## src/rtl/addsub_pkg.sv

```systemverilog
// Shared constants for the nibble-serial add/subtract sequencer.
package addsub_pkg;

  localparam int NIBBLE_W = 4;

  localparam logic [1:0] S_IDLE = 2'b00;
  localparam logic [1:0] S_RUN  = 2'b01;
  localparam logic [1:0] S_DONE = 2'b10;

endpackage

```

## src/rtl/addsub_nibble.sv

```systemverilog
// Combinational 4-bit add/subtract slice: {cout,sum} = a + (sub ? ~b : b) + cin.
module addsub_nibble
  import addsub_pkg::*;
(
  input  logic [NIBBLE_W-1:0] a,
  input  logic [NIBBLE_W-1:0] b,
  input  logic                sub,
  input  logic                cin,
  output logic [NIBBLE_W-1:0] sum,
  output logic                cout,
  output logic [NIBBLE_W-1:0] b_eff
);

  // Invert B for subtraction, then one 5-bit add including carry-in.
  always_comb begin
    b_eff       = sub ? ~b : b;
    {cout, sum} = {1'b0, a} + {1'b0, b_eff} + {{NIBBLE_W{1'b0}}, cin};
  end

endmodule

```

## src/rtl/nibble_serial_addsub.sv

```systemverilog
// Multi-precision add/subtract: one nibble per clock, LSB first, through a
// single 4-bit slice with the carry chained in a register.
module nibble_serial_addsub
  import addsub_pkg::*;
#(
  parameter  int NIBBLES = 4,
  localparam int WIDTH   = NIBBLE_W * NIBBLES,
  localparam int IDX_W   = $clog2(NIBBLES)
) (
  input  logic             clk_in,
  input  logic             rst_n_in,
  input  logic             start_in,
  input  logic [WIDTH-1:0] a_in,
  input  logic [WIDTH-1:0] b_in,
  input  logic             control_in,
  input  logic             ack_in,
  output logic             ready_out,
  output logic             valid_out,
  output logic [WIDTH-1:0] sum_out,
  output logic             carry_out,
  output logic             overflow_out,
  output logic             zero_out
);

  logic [1:0]                        state;
  logic [IDX_W-1:0]                  idx;
  logic [NIBBLES-1:0][NIBBLE_W-1:0]  a_q, b_q, sum_q, sum_nxt;
  logic                              sub_q;
  logic                              carry_q;

  logic [NIBBLE_W-1:0] a_nib, b_nib, s_nib, b_eff;
  logic                cout;
  logic                last;
  logic                unused_b_eff_lo;

  assign a_nib = a_q[idx];
  assign b_nib = b_q[idx];
  assign last  = (idx == IDX_W'(NIBBLES - 1));

  addsub_nibble u_slice (
    .a     (a_nib),
    .b     (b_nib),
    .sub   (sub_q),
    .cin   (carry_q),
    .sum   (s_nib),
    .cout  (cout),
    .b_eff (b_eff)
  );

  // Only the sign bit of the effective operand feeds the overflow flag.
  assign unused_b_eff_lo = ^b_eff[NIBBLE_W-2:0];

  // Result with the current slice output merged in at nibble idx.
  always_comb begin
    sum_nxt      = sum_q;
    sum_nxt[idx] = s_nib;
  end

  // FSM, operand capture, nibble accumulation and final flag registration.
  always_ff @(posedge clk_in) begin
    if (!rst_n_in) begin
      state        <= S_IDLE;
      idx          <= '0;
      a_q          <= '0;
      b_q          <= '0;
      sub_q        <= 1'b0;
      carry_q      <= 1'b0;
      sum_q        <= '0;
      carry_out    <= 1'b0;
      overflow_out <= 1'b0;
      zero_out     <= 1'b0;
    end else begin
      case (state)
        S_IDLE: begin
          if (start_in) begin
            a_q     <= a_in;
            b_q     <= b_in;
            sub_q   <= control_in;
            carry_q <= control_in;
            idx     <= '0;
            state   <= S_RUN;
          end
        end
        S_RUN: begin
          sum_q   <= sum_nxt;
          carry_q <= cout;
          if (last) begin
            // Final nibble: a_nib/b_eff/s_nib carry the word's sign bits.
            state        <= S_DONE;
            carry_out    <= cout;
            overflow_out <= (a_nib[NIBBLE_W-1] == b_eff[NIBBLE_W-1]) &&
                            (s_nib[NIBBLE_W-1] != a_nib[NIBBLE_W-1]);
            zero_out     <= (sum_nxt == '0);
          end else begin
            idx <= idx + IDX_W'(1);
          end
        end
        S_DONE: begin
          if (ack_in) state <= S_IDLE;
        end
        default: state <= S_IDLE;
      endcase
    end
  end

  assign ready_out = (state == S_IDLE);
  assign valid_out = (state == S_DONE);
  assign sum_out   = sum_q;

endmodule

```

## config.mk

```make
export PLATFORM = sky130hd
export DESIGN_NAME = nibble_serial_addsub
export DESIGN_NICKNAME = d
export VERILOG_FILES = /design/src/rtl/addsub_pkg.sv /design/src/rtl/addsub_nibble.sv /design/src/rtl/nibble_serial_addsub.sv
export SDC_FILE = /design/constraint.sdc
export NUM_CORES = 1
export LEC_CHECK = 0
export BUFFER_PORTS_ARGS = -buffer_cell sky130_fd_sc_hd__buf_2
export CORE_MARGIN = 4
export CORE_UTILIZATION = 50
export CTS_CLUSTER_DIAMETER = 200
export DETAILED_ROUTE_END_ITERATION = 8
export GPL_TIMING_DRIVEN = 0
export PLACE_DENSITY = 0.87
export SYNTH_ARGS = -nofsm -noshare
export SYNTH_HDL_FRONTEND = slang
export SYNTH_SLANG_ARGS = --single-unit
```

## constraint.sdc

```tcl
create_clock -name clk_in -period 3.5 [get_ports clk_in]
set_input_delay 0.525 -clock clk_in [delete_from_list [all_inputs] [get_ports clk_in]]
set_output_delay 0.525 -clock clk_in [all_outputs]
set_load 0.02 [all_outputs]
```

# After elaboration in Yosys (flattened, before gate mapping)
# Index checks and enable logic that the tools add are counted.
[op_classes] reduce_logical=10 order_cmp=2 addsub=3 n_eq_ne=9 bitwise=1 mux=17
[op_table] cell="$bmux W4 S2" count=2
[op_table] cell="$bwmux W16" count=1
[op_table] cell="$logic_not A16 Y1" count=1
[op_table] cell="$mux W4" count=4
[op_table] cell="$mux W2" count=5
[op_table] cell="$demux W4 S2" count=1
[op_table] cell="$ne A2 B2 Y1 const B" count=4
[op_table] cell="$pmux W2 S3" count=1
[op_table] cell="$reduce_and A2 Y1" count=3
[op_table] cell="$reduce_and A3 Y1" count=2
[op_table] cell="$add A4 B4 Y5" count=1
[op_table] cell="$add A5 B1 Y5" count=1
[op_table] cell="$eq A2 B2 Y1 const B" count=2
[op_table] cell="$not A4 Y4" count=1
[op_table] cell="$pmux W2 S2" count=1
[op_table] cell="$lt A2 B3 Y1 const B" count=1
[op_table] cell="$add A2 B1 Y2 const B" count=1
[op_table] cell="$eq A2 B1 Y1 const B" count=1
[op_table] cell="$ge A2 B1 Y1 const B" count=1
[op_table] cell="$logic_and A1 B1 Y1" count=2
[op_table] cell="$logic_not A2 Y1" count=1
[op_table] cell="$pmux W1 S2" count=1
[op_table] cell="$reduce_bool A2 Y1" count=1
[op_table] cell="$eq A1 B1 Y1" count=1
[op_table] cell="2 further kinds" count=2
[word_totals] register_bits=57 elab_cells=61

# Depth between registers and ports, before layout
# Gate-level depths: netlist of run 1.
[depth] word_depth=8 mapped_depth=9 ltp_nobuf=8

# Hierarchy
# From an unflattened synthesis of run 1, not the netlist that was laid out.
[unflattened] cells_unflattened=293 hier_area_um2=2577.5
[by_module_without_submodules] mod="nibble_serial_addsub" area_per_inst_um2=2399.8 seq_area_each_um2=1141.1 n_inst=1 cells_each=272
[by_module_without_submodules] mod="addsub_nibble" area_per_inst_um2=177.7 seq_area_each_um2=0.0 n_inst=1 cells_each=21

# Worst setup path after synthesis of run 1
# OpenSTA, ideal clock, no wires.
[synth_path] path_kind="register -> register" start="register idx[0]" end="register zero_out" t_arrival_ns=2.931 synth_period_minus_slack_ns=3.000 path_stages_with_launch=10 required_ns=3.431 path_slack_ns=0.500 setup_ns=0.069 path_cell_list="dfxtp_1 -> buf_4 -> mux4_2 -> xor2_1 -> fa_1 -> fa_1 -> xnor2_1 -> nand2_2 -> or4_1 -> o21ai_1"
[synth_via] elab_chain_cells=8 word_cells_on_any_way=17 cone_classes="add/sub (2); order compare (2); eq/ne (1); mux (8); bitwise (1); reduce/logical (3)"
[synth_rtl] element="start, declared" line="nibble_serial_addsub.sv:26" text="logic [IDX_W-1:0] idx;"
[synth_rtl] element="start signal, assigned" line="nibble_serial_addsub.sv:95" text="idx <= idx + IDX_W'(1);"
[synth_rtl] element="$bmux W4 S2" line="nibble_serial_addsub.sv:37" text="assign b_nib = b_q[idx];"
[synth_rtl] element="$mux W4 (implied by the code)" line="nibble_serial_addsub.sv:37"
[synth_rtl] element="$not A4 Y4" line="addsub_nibble.sv:16" text="b_eff = sub ? ~b : b;"
[synth_rtl] element="$mux W4" line="addsub_nibble.sv:16"
[synth_rtl] element="$add A4 B4 Y5" line="addsub_nibble.sv:17" text="{cout, sum} = {1'b0, a} + {1'b0, b_eff} + {{NIBBLE_W{1'b0}}, cin};"
[synth_rtl] element="$add A5 B1 Y5" line="addsub_nibble.sv:17"
[synth_rtl] element="$bwmux W16" line="nibble_serial_addsub.sv:56" text="sum_nxt[idx] = s_nib;"
[synth_rtl] element="$logic_not A16 Y1" line="nibble_serial_addsub.sv:93" text="zero_out <= (sum_nxt == '0);"
[synth_rtl] element="end signal, assigned" line="nibble_serial_addsub.sv:93"
[synth_rtl] element="end, declared" line="nibble_serial_addsub.sv:22" text="output logic zero_out"
# Parallel ways exist; a longest one is shown, timed or not. The select of a mux whose other input is x is not followed.
# A chain may end at the register's enable or synchronous reset.

# Final worst setup path of run 1
# Ends and elaborated chain as after synthesis.

==> results of run 1 <==
[routing by layer]
metal | share of wire [%] | GRT usage, %
met1 | 47 | 23.4
met2 | 47 | 34.3
met3 | 4.5 | 4.08
met4 | 1.9 | 10.8
met5 | 0 | 0
[critical path, stage by stage, from the launching register on]
cell and delay [ns]:
dfxtp_1 0.37, buf_4 0.24, mux4_2 0.53, xor2_1 0.18, fa_1 0.42, fa_1 0.45
xnor2_2 0.29, nand2_2 0.08, or4_1 0.55, o21ai_1 0.12
[per-stage QoR]
step	instance area, um2	total power, mW	hold WS [ns]
finish	3150	1.67	0.420
global route	3150	1.74	0.413
CTS	3140	1.67	0.410
detailed placement	2910	0.945	0.445
global placement	2910	0.937	0.439
floorplan	2540	0.871	0.433
[state kept, by name (all words and copies together), names as in the netlist]
signal and count:
carry_out 1, b_q 16, sum_out 16, a_q 16, zero_out 1, state 2
carry_q 1, sub_q 1, idx 2, overflow_out 1
[where the power goes]
| part | total, mW | switching [mW] | internal [mW] |
|---|---|---|---|
| combinational | 0.236 | 0.138 | 0.0975 |
| sequential | 0.700 | 0.0185 | 0.682 |
| clock | 0.733 | 0.259 | 0.473 |
| total | 1.67 | 0.416 | 1.25 |
[path summary, 6_finish.rpt]
| path | startpoint | endpoint | slack (ns) | depth (start not counted) |
|---|---|---|---|---|
| setup / recovery | idx[0] | zero_out | 0.22 | 9 |
| hold / removal | a_in[4] | a_q[4] | 0.42 | 3 |
| setup reg to reg | idx[0] | zero_out | 0.22 | 9 |
| hold reg to reg | a_q[15] | a_q[15] | 0.45 | 2 |
[kinds of logic after synthesis]
logic type                 share of synthesized area [%]
and+or+nand+nor                                     22.1
DFF                                                 45.0
AOI/OAI and AO/OA                                   12.1
buffers and inverters                               4.19
muxes                                               9.47
adders and majority gates                           5.03
xor gates and xnor gates                            2.07
[cells in the mapped netlist]
library cell	number	area, um2
or4_1	1	7.51
dfxtp_1	57	1140
inv_1	5	18.8
nor3b_2	1	12.5
a22oi_1	1	7.51
xnor2_1	1	8.76
nand2_2	1	6.26
o22ai_1	1	6.26
a211oi_1	1	7.51
ha_1	7	87.6
nand3b_1	4	30.0
or2_2	3	18.8
nand3_1	3	15.0
buf_2	1	5.00
mux2i_1	6	60.1
and2_1	1	6.26
o21ai_1	1	5.00
nor4_1	2	12.5
and3b_1	1	8.76
a21oi_1	47	235
nor2_1	15	56.3
a21o_1	1	7.51
buf_1	4	15.0
o21ai_0	1	5.00
fa_1	2	40.0
nand2_1	79	297
nor3_1	4	20.0
nor3b_1	1	7.51
buf_4	3	22.5
xor2_1	5	43.8
or3_1	4	25.0
nor2b_1	2	12.5
nand2b_1	3	18.8
clkbuf_1	9	33.8
buf_6	1	11.3
a311oi_1	1	8.76
o2111ai_1	1	8.76
and3_1	1	6.26
mux4_2	8	180
o41ai_2	1	16.3
[cells in the final DEF (no fill, tap or decap), types with 2 or more instances in the layout]
master     instances
inv_1              5
nor4_1             2
nor3_1             4
or2_2              3
nand2b_1           3
nand2_1           79
or3_1              4
ha_1               7
clkbuf_8           9
mux4_2             8
nor2_1            15
clkbuf_1          10
buf_1              4
bufinv_16          3
nor2b_1            2
fa_1               2
buf_4              3
nand3_1            3
mux2i_1            6
nand3b_1           4
a21oi_1           47
xor2_1             5
buf_2             58
dfxtp_1           57
[what timing repair did]
action,in CTS,in global routing
setup endpoints to repair,0,1
gates resized for setup,0,3
buffers inserted,0,0
hold endpoints to repair,0,0
[final cells by class]
type | count | area, um2 | share of cell area, %
Buffer | 18 | 88.8 | 2.82
Tap cell | 67 | 83.8 | 2.66
Sequential cell | 57 | 1140 | 36.2
Clock buffer | 11 | 131 | 4.17
Multi-Input combinational cell | 211 | 1300 | 41.2
Inverter | 5 | 18.8 | 0.596
Timing Repair Buffer | 57 | 285 | 9.06
Clock inverter | 5 | 104 | 3.30
==> impl_metrics.py, run 1 <==
metrics = {
    "sta": {
        "fin_ws_ns": 0.220,
        "fmax_mhz": 305,
        "fin_crit_ns": 3.28,
        "fin_setup_tns_ns": 0,
        "fin_crit_sh_pct": 93.7,
        "fin_skew_ns": 0.00891,
        "slew_violations": 0,
        "slew_headroom_pct": 63.1,
        "hold_violations": 0,
        "setup_viol": 0,
        "tightestPinTransition_ns": 0.551,
        "rsz0062_at_grt": "no",
    },
    "route": {
        "viasPerCell": 5.10,
        "wl_per_cell_um": 13.5,
        "drc_errors": 0,
        "ant_nets": 0,
        "vias": 2199,
        "routed_wl_um": 5810,
        "drt_iter0_drc": 72,
        "dr.pass1.iters": 4,
    },
    "final_layout": {
        "n_fill_cell": 423,
        "areaGrowthSynthToFinish_pct": 24.2,
        "nNetsFinal": 405,
        "antenna_cells": 0,
        "drive_above_1_share_pct": 25.3,
        "fin_util_pct": 65.4,
        "final_cells": 431,
    },
    "placed_design": {
        "port_buffers": 57,
        "gp_congestion": 0.865,
        "dp_cells": 415,
        "dp_hpwl_um": 4360,
        "place_ws_ns": 0.0593,
    },
    "clock_tree": {
        "numCtsBuffers": 9,
        "clock-sinks": 57,
        "worstSkewPairLatency_ns": 0.34,
        "clk_pin_slew_ns": 0.07,
        "cts.path.max_buffers": 2,
        "ctsHoldBuffers": 0,
        "h-tree-depth": 3,
        "cts_tree": "yes",
        "clk_root_buffer_cell": "clkbuf_8",
    },
    "logic_synthesis": {
        "netlist_instances": 291,
        "ys_types": 40,
        "ys_ff_latch": 57,
        "ys_seq_area_share_pct": 45.0,
        "synth.net_count": 337,
        "avgSynthCellArea_um2": 8.72,
        "netlist_area_um2": 2540,
        "ys.warnings.count": 0,
    },
    "worst_hold_path": {
        "hp-class": "primary input to flip-flop",
    },
    "critical_path": {
        "cp_max_fo": 9,
        "worstPathArrival_ns": 3.55,
        "endpoint_kind": "flip-flop",
        "crit_path_start_kind": "flip-flop",
        "required_ns": 3.77,
        "worstSetupPathType": "flip-flop to flip-flop",
    },
    "grt": {
        "first_global_vias": 2229,
        "antenna_found_initial": 0,
        "grt.total_usage_pct": 20.0,
        "grt.overflow.total": 0,
        "grt_max_degree": 11,
        "grt_pass1_wl_um": 9830,
    },
    "pwr": {
        "power.leakage_nw": 1.38,
        "peakVddDrop_mv": 0.305,
        "p_per_area_nw_per_um2": 530,
    },
    "status": {
        "run_status": "completed",
    },
    "die": {
        "rows": 25,
        "pin_count": 58,
        "coreArea_um2": 4820,
        "dieArea_um2": 6280,
        "dieWidth_um": 79.2,
        "die_height_um": 79.2,
        "initial_utilization_pct": 52.6,
    },
    "run": {
        "max_cap_violations": 0,
    },
}
Power figures use the tool's default switching activity.
==> run 2, diff against run 1 <==
CORE_ASPECT_RATIO = 1.75   (was not set)
==> impl_metrics.py, run 2 (synthesized netlist as in run 1, its figures left out) <==
metrics = {
    "critical_path": {
        "worstPathArrival_ns": 3.49,
        "crit_chain": "buf_4 -> mux4_2 -> xor2_1 -> fa_1 -> fa_1 -> nor2_1 -> o2111ai_1 -> or4_1 -> o21ai_1",
        "r2r_start": "idx[0]",
        "endpoint_kind": "flip-flop",
        "max_stage_delay_ns": 0.57,
        "crit_family": "adder cells",
        "worstSetupPathType": "flip-flop to flip-flop",
        "required_ns": 3.77,
        "cp_max_fo": 9,
        "crit_path_start_kind": "flip-flop",
        "crit_buf_inv": 1,
        "crit_path_frequent_cell": "fa_1",
        "crit_path_start": "idx[0]",
        "slowest_stage": "fa_1",
    },
    "clock_tree": {
        "cts.path.max_buffers": 2,
        "clk_pin_slew_ns": 0.06,
        "clock-sinks": 57,
        "h-tree-depth": 3,
        "cts_tree": "yes",
        "numCtsBuffers": 9,
        "ctsHoldBuffers": 0,
        "clk_root_buffer_cell": "clkbuf_8",
        "worstSkewPairLatency_ns": 0.34,
        "postCtsSetupRepairBufs": 0,
        "post_cts_resized": 0,
    },
    "final_layout": {
        "nNetsFinal": 405,
        "areaGrowthSynthToFinish_pct": 20.2,
        "drive_above_1_share_pct": 24.7,
        "n_fill_cell": 443,
        "final_common_cell": "nand2_1",
        "antenna_cells": 0,
        "final_cell_mix": "79 x nand2_1, 58 x buf_2, 57 x dfxtp_1, 47 x a21oi_1, 15 x nor2_1",
    },
    "sta": {
        "fmax_mhz": 311,
        "fin_crit_ns": 3.22,
        "fin_setup_tns_ns": 0,
        "hold_violations": 0,
        "holdWs_ns": 0.424,
        "rsz0062_at_grt": "no",
        "slew_violations": 0,
        "setup_viol": 0,
        "slew_headroom_pct": 64.9,
        "fin_skew_ns": 0.00742,
        "fin_crit_sh_pct": 92.0,
        "tightestPinTransition_ns": 0.524,
    },
    "grt": {
        "antenna_found_initial": 0,
        "grt.overflow.total": 0,
        "grt_pass1_wl_um": 9260,
        "grt.total_usage_pct": 20.0,
        "grt_max_degree": 11,
        "first_global_vias": 2148,
    },
    "pwr": {
        "power.leakage_nw": 1.34,
        "p_total_mw": 1.43,
        "peakVddDrop_mv": 0.291,
        "p_per_area_nw_per_um2": 469,
    },
    "die": {
        "rows": 34,
        "initial_utilization_pct": 51.4,
        "dieWidth_um": 61.8,
        "pin_count": 58,
        "die_height_um": 102,
        "dieArea_um2": 6320,
        "coreArea_um2": 4930,
    },
    "route": {
        "viasPerCell": 5.38,
        "routed_wl_um": 5860,
        "drc_errors": 0,
        "wl_per_cell_um": 14.1,
        "drt_iter0_drc": 124,
        "dr.pass1.iters": 4,
        "vias": 2233,
        "ant_nets": 0,
    },
    "placed_design": {
        "gp_congestion": 0.880,
        "dp_hpwl_um": 4600,
        "port_buffers": 57,
    },
    "status": {
        "run_status": "completed",
    },
    "worst_hold_path": {
        "worstHoldStart": "a_in[6]",
        "hp-class": "primary input to flip-flop",
    },
    "run": {
        "max_cap_violations": 0,
    },
}
run 2: changes by cell type in the layout (fill, tap and decap cells not counted), sizes merged:
cell	previous run	this run
clkinv	2	1
clkbuf	20	21
bufinv	3	0
run 2: area by class of cell:
type                            instances  area, um2  area share (%)
Buffer                                 18       88.8            2.91
Clock buffer                           12        145            4.76
Clock inverter                          1       5.00           0.164
Inverter                                5       18.8           0.616
Multi-Input combinational cell        211       1300            42.5
Sequential cell                        57       1140            37.4
Tap cell                               54       67.6            2.22
Timing Repair Buffer                   57        285            9.36
run 2: routing by layer:
metal,vias up,share of wire [%],wire length (um),GRT usage [%]
met1,1034,35,2080,19.0
met2,58,56,3250,36.0
li1,1122,-,-,-
met4,0,4.1,240,13.1
met5,-,0,0,0
met3,19,4.9,286,4.80
run 2: path summary, 6_finish.rpt:
path | end | slack, ns | cells after the start
setup / recovery | zero_out | 0.28 | 9
hold / removal | a_q[6] | 0.42 | 3
setup reg to reg | zero_out | 0.28 | 9
hold reg to reg | b_q[12] | 0.45 | 2
run 2: where the power goes:
part	internal, mW	leakage [nW]	switching (mW)
Clock	0.263	0.0782	0.229
Sequential	0.682	0.466	0.0183
Combinational	0.0974	0.793	0.138
run 2: worst register-to-register path: stages, from the launching register on:
cell and delay, ns:
dfxtp_1 0.37, buf_4 0.24, mux4_2 0.53, xor2_1 0.17, fa_1 0.42, fa_1 0.57, nor2_1 0.13, o2111ai_1 0.10
or4_1 0.50, o21ai_1 0.13
run 2: metrics by stage:
stage | setup slack, ns | instances | util [%] | area [um2]
2_1_floorplan | 0.500 | 291 | - | 2540
3_3_place_gp | 0.167 | 402 | 58.5 | 2890
3_5_place_dp | 0.0911 | 402 | 58.5 | 2890
4_1_cts | 0.0785 | 415 | 61.6 | 3040
5_1_grt | 0.0999 | 415 | 61.8 | 3050
6_report | 0.281 | 415 | 61.8 | 3050
==> run 3, diff against run 2 <==
CORE_ASPECT_RATIO = 1.5   (was 1.75)
CORE_MARGIN = 1   (was 4)
GPL_TIMING_DRIVEN = 1   (was 0)
==> impl_metrics.py, run 3 (synthesized netlist as in run 1, its figures left out) <==
metrics = {
    "status": {
        "run_status": "completed",
    },
    "clock_tree": {
        "post_cts_resized": 0,
        "clk_pin_slew_ns": 0.06,
        "cts.path.max_buffers": 2,
        "clock-sinks": 57,
        "clk_root_buffer_cell": "clkbuf_8",
        "h-tree-depth": 3,
        "worstSkewPairLatency_ns": 0.34,
        "numCtsBuffers": 9,
        "ctsHoldBuffers": 0,
        "postCtsSetupRepairBufs": 0,
        "cts_tree": "yes",
    },
    "sta": {
        "slew_violations": 0,
        "slew_headroom_pct": 28.9,
        "rsz0062_at_grt": "no",
        "fin_setup_tns_ns": 0,
        "fin_crit_ns": 3.27,
        "setup_viol": 0,
        "fin_crit_sh_pct": 93.4,
        "fin_ws_ns": 0.232,
        "tightestPinTransition_ns": 1.06,
        "fin_skew_ns": 0.00715,
        "fmax_mhz": 306,
        "hold_violations": 0,
    },
    "die": {
        "dieArea_um2": 5370,
        "pin_count": 58,
        "initial_utilization_pct": 52.3,
        "coreArea_um2": 4850,
        "rows": 31,
        "die_height_um": 89.2,
        "dieWidth_um": 60.2,
    },
    "critical_path": {
        "crit_chain": "mux4_2 -> xor2_1 -> fa_1 -> fa_1 -> xnor2_1 -> nand2_2 -> or4_1 -> o21ai_1",
        "crit_family": "adder cells",
        "crit_path_frequent_cell": "fa_1",
        "cp_max_fo": 6,
        "crit_buf_inv": 0,
        "max_stage_delay_ns": 0.57,
        "crit_path_start_kind": "flip-flop",
        "slowest_stage": "mux4_2",
        "worstPathArrival_ns": 3.54,
        "worstSetupPathType": "flip-flop to flip-flop",
        "endpoint_kind": "flip-flop",
        "required_ns": 3.78,
    },
    "route": {
        "wl_met2_um": 3020,
        "route.met3.wl_um": 207,
        "ant_nets": 0,
        "vias": 2221,
        "highest_layer": "met4",
        "dr.pass1.iters": 8,
        "routed_wl_um": 5770,
        "viasPerCell": 5.34,
        "drt_iter0_drc": 123,
        "drc_errors": 0,
        "wl_per_cell_um": 13.9,
        "met1Wirelength_um": 2310,
    },
    "placed_design": {
        "dp_hpwl_um": 4140,
        "gp_congestion": 0.986,
        "place_ws_ns": 0.278,
        "dp_cells": 400,
        "port_buffers": 57,
    },
    "run": {
        "max_cap_violations": 0,
    },
    "pwr": {
        "p_per_area_nw_per_um2": 514,
        "power.leakage_nw": 1.34,
        "peakVddDrop_mv": 0.273,
    },
    "grt": {
        "grt_max_degree": 38,
        "grt.overflow.total": 0,
        "antenna_found_initial": 0,
        "grt.total_usage_pct": 23.4,
        "first_global_vias": 2012,
        "grt_pass1_wl_um": 8960,
    },
    "final_layout": {
        "final_common_cell": "nand2_1",
        "n_fill_cell": 405,
        "final_cell_mix": "79 x nand2_1, 57 x dfxtp_1, 57 x buf_2, 47 x a21oi_1, 15 x nor2_1",
        "areaGrowthSynthToFinish_pct": 21.0,
        "antenna_cells": 0,
        "drive_above_1_share_pct": 26.0,
        "final_cells": 416,
        "nNetsFinal": 391,
    },
    "worst_hold_path": {
        "hp-class": "primary input to flip-flop",
    },
}
[run 3: final timing paths]
check | start | to | slack [ns] | depth (start not counted)
worst max-delay path | idx[0] | zero_out | 0.23 | 8
worst min-delay path | a_in[1] | a_q[1] | 0.41 | 3
worst max register to register | idx[0] | zero_out | 0.23 | 8
worst min register to register | sum_out[15] | sum_out[15] | 0.45 | 2
[run 3: area by class of cell]
cell class	instances	area (um2)	area share (%)
inverter	5	18.8	0.612
sequential	57	1140	37.2
tap	66	82.6	2.69
clock inverter	4	50.0	1.63
multi-input combinational	211	1290	42.2
clock buffer	12	165	5.38
timing repair buffer	61	315	10.3
[run 3: worst min-delay path, stage by stage]
cell and delay (ns):
buf_2 0.09, nand2_1 0.04, a21oi_1 0.05
[run 3: metrics by stage]
stage / hold slack, ns / total power, mW / util [%] / instance area (um2)
final: 0.412 / 1.58 / 63.3 / 3070
after global routing: 0.411 / 1.64 / 63.3 / 3070
after CTS: 0.409 / 1.58 / 63.3 / 3070
after detailed placement: 0.444 / 0.940 / 58.8 / 2850
after global placement: 0.440 / 0.931 / 58.8 / 2850
after floorplan: 0.433 / 0.871 / - / 2540
[run 3: power breakdown]
group | switching (mW) | internal [mW] | total (mW)
clock network | 0.260 | 0.385 | 0.645
logic | 0.130 | 0.0928 | 0.222
registers | 0.0256 | 0.682 | 0.708
total | 0.415 | 1.16 | 1.58
[run 3: metal layers]
layer / vias up / global-route usage [%]
li1: 1093 / -
met1: 1041 / 24.3
met2: 66 / 40.6
met3: 21 / 4.92
met4: 0 / 16.9
met5: - / 0
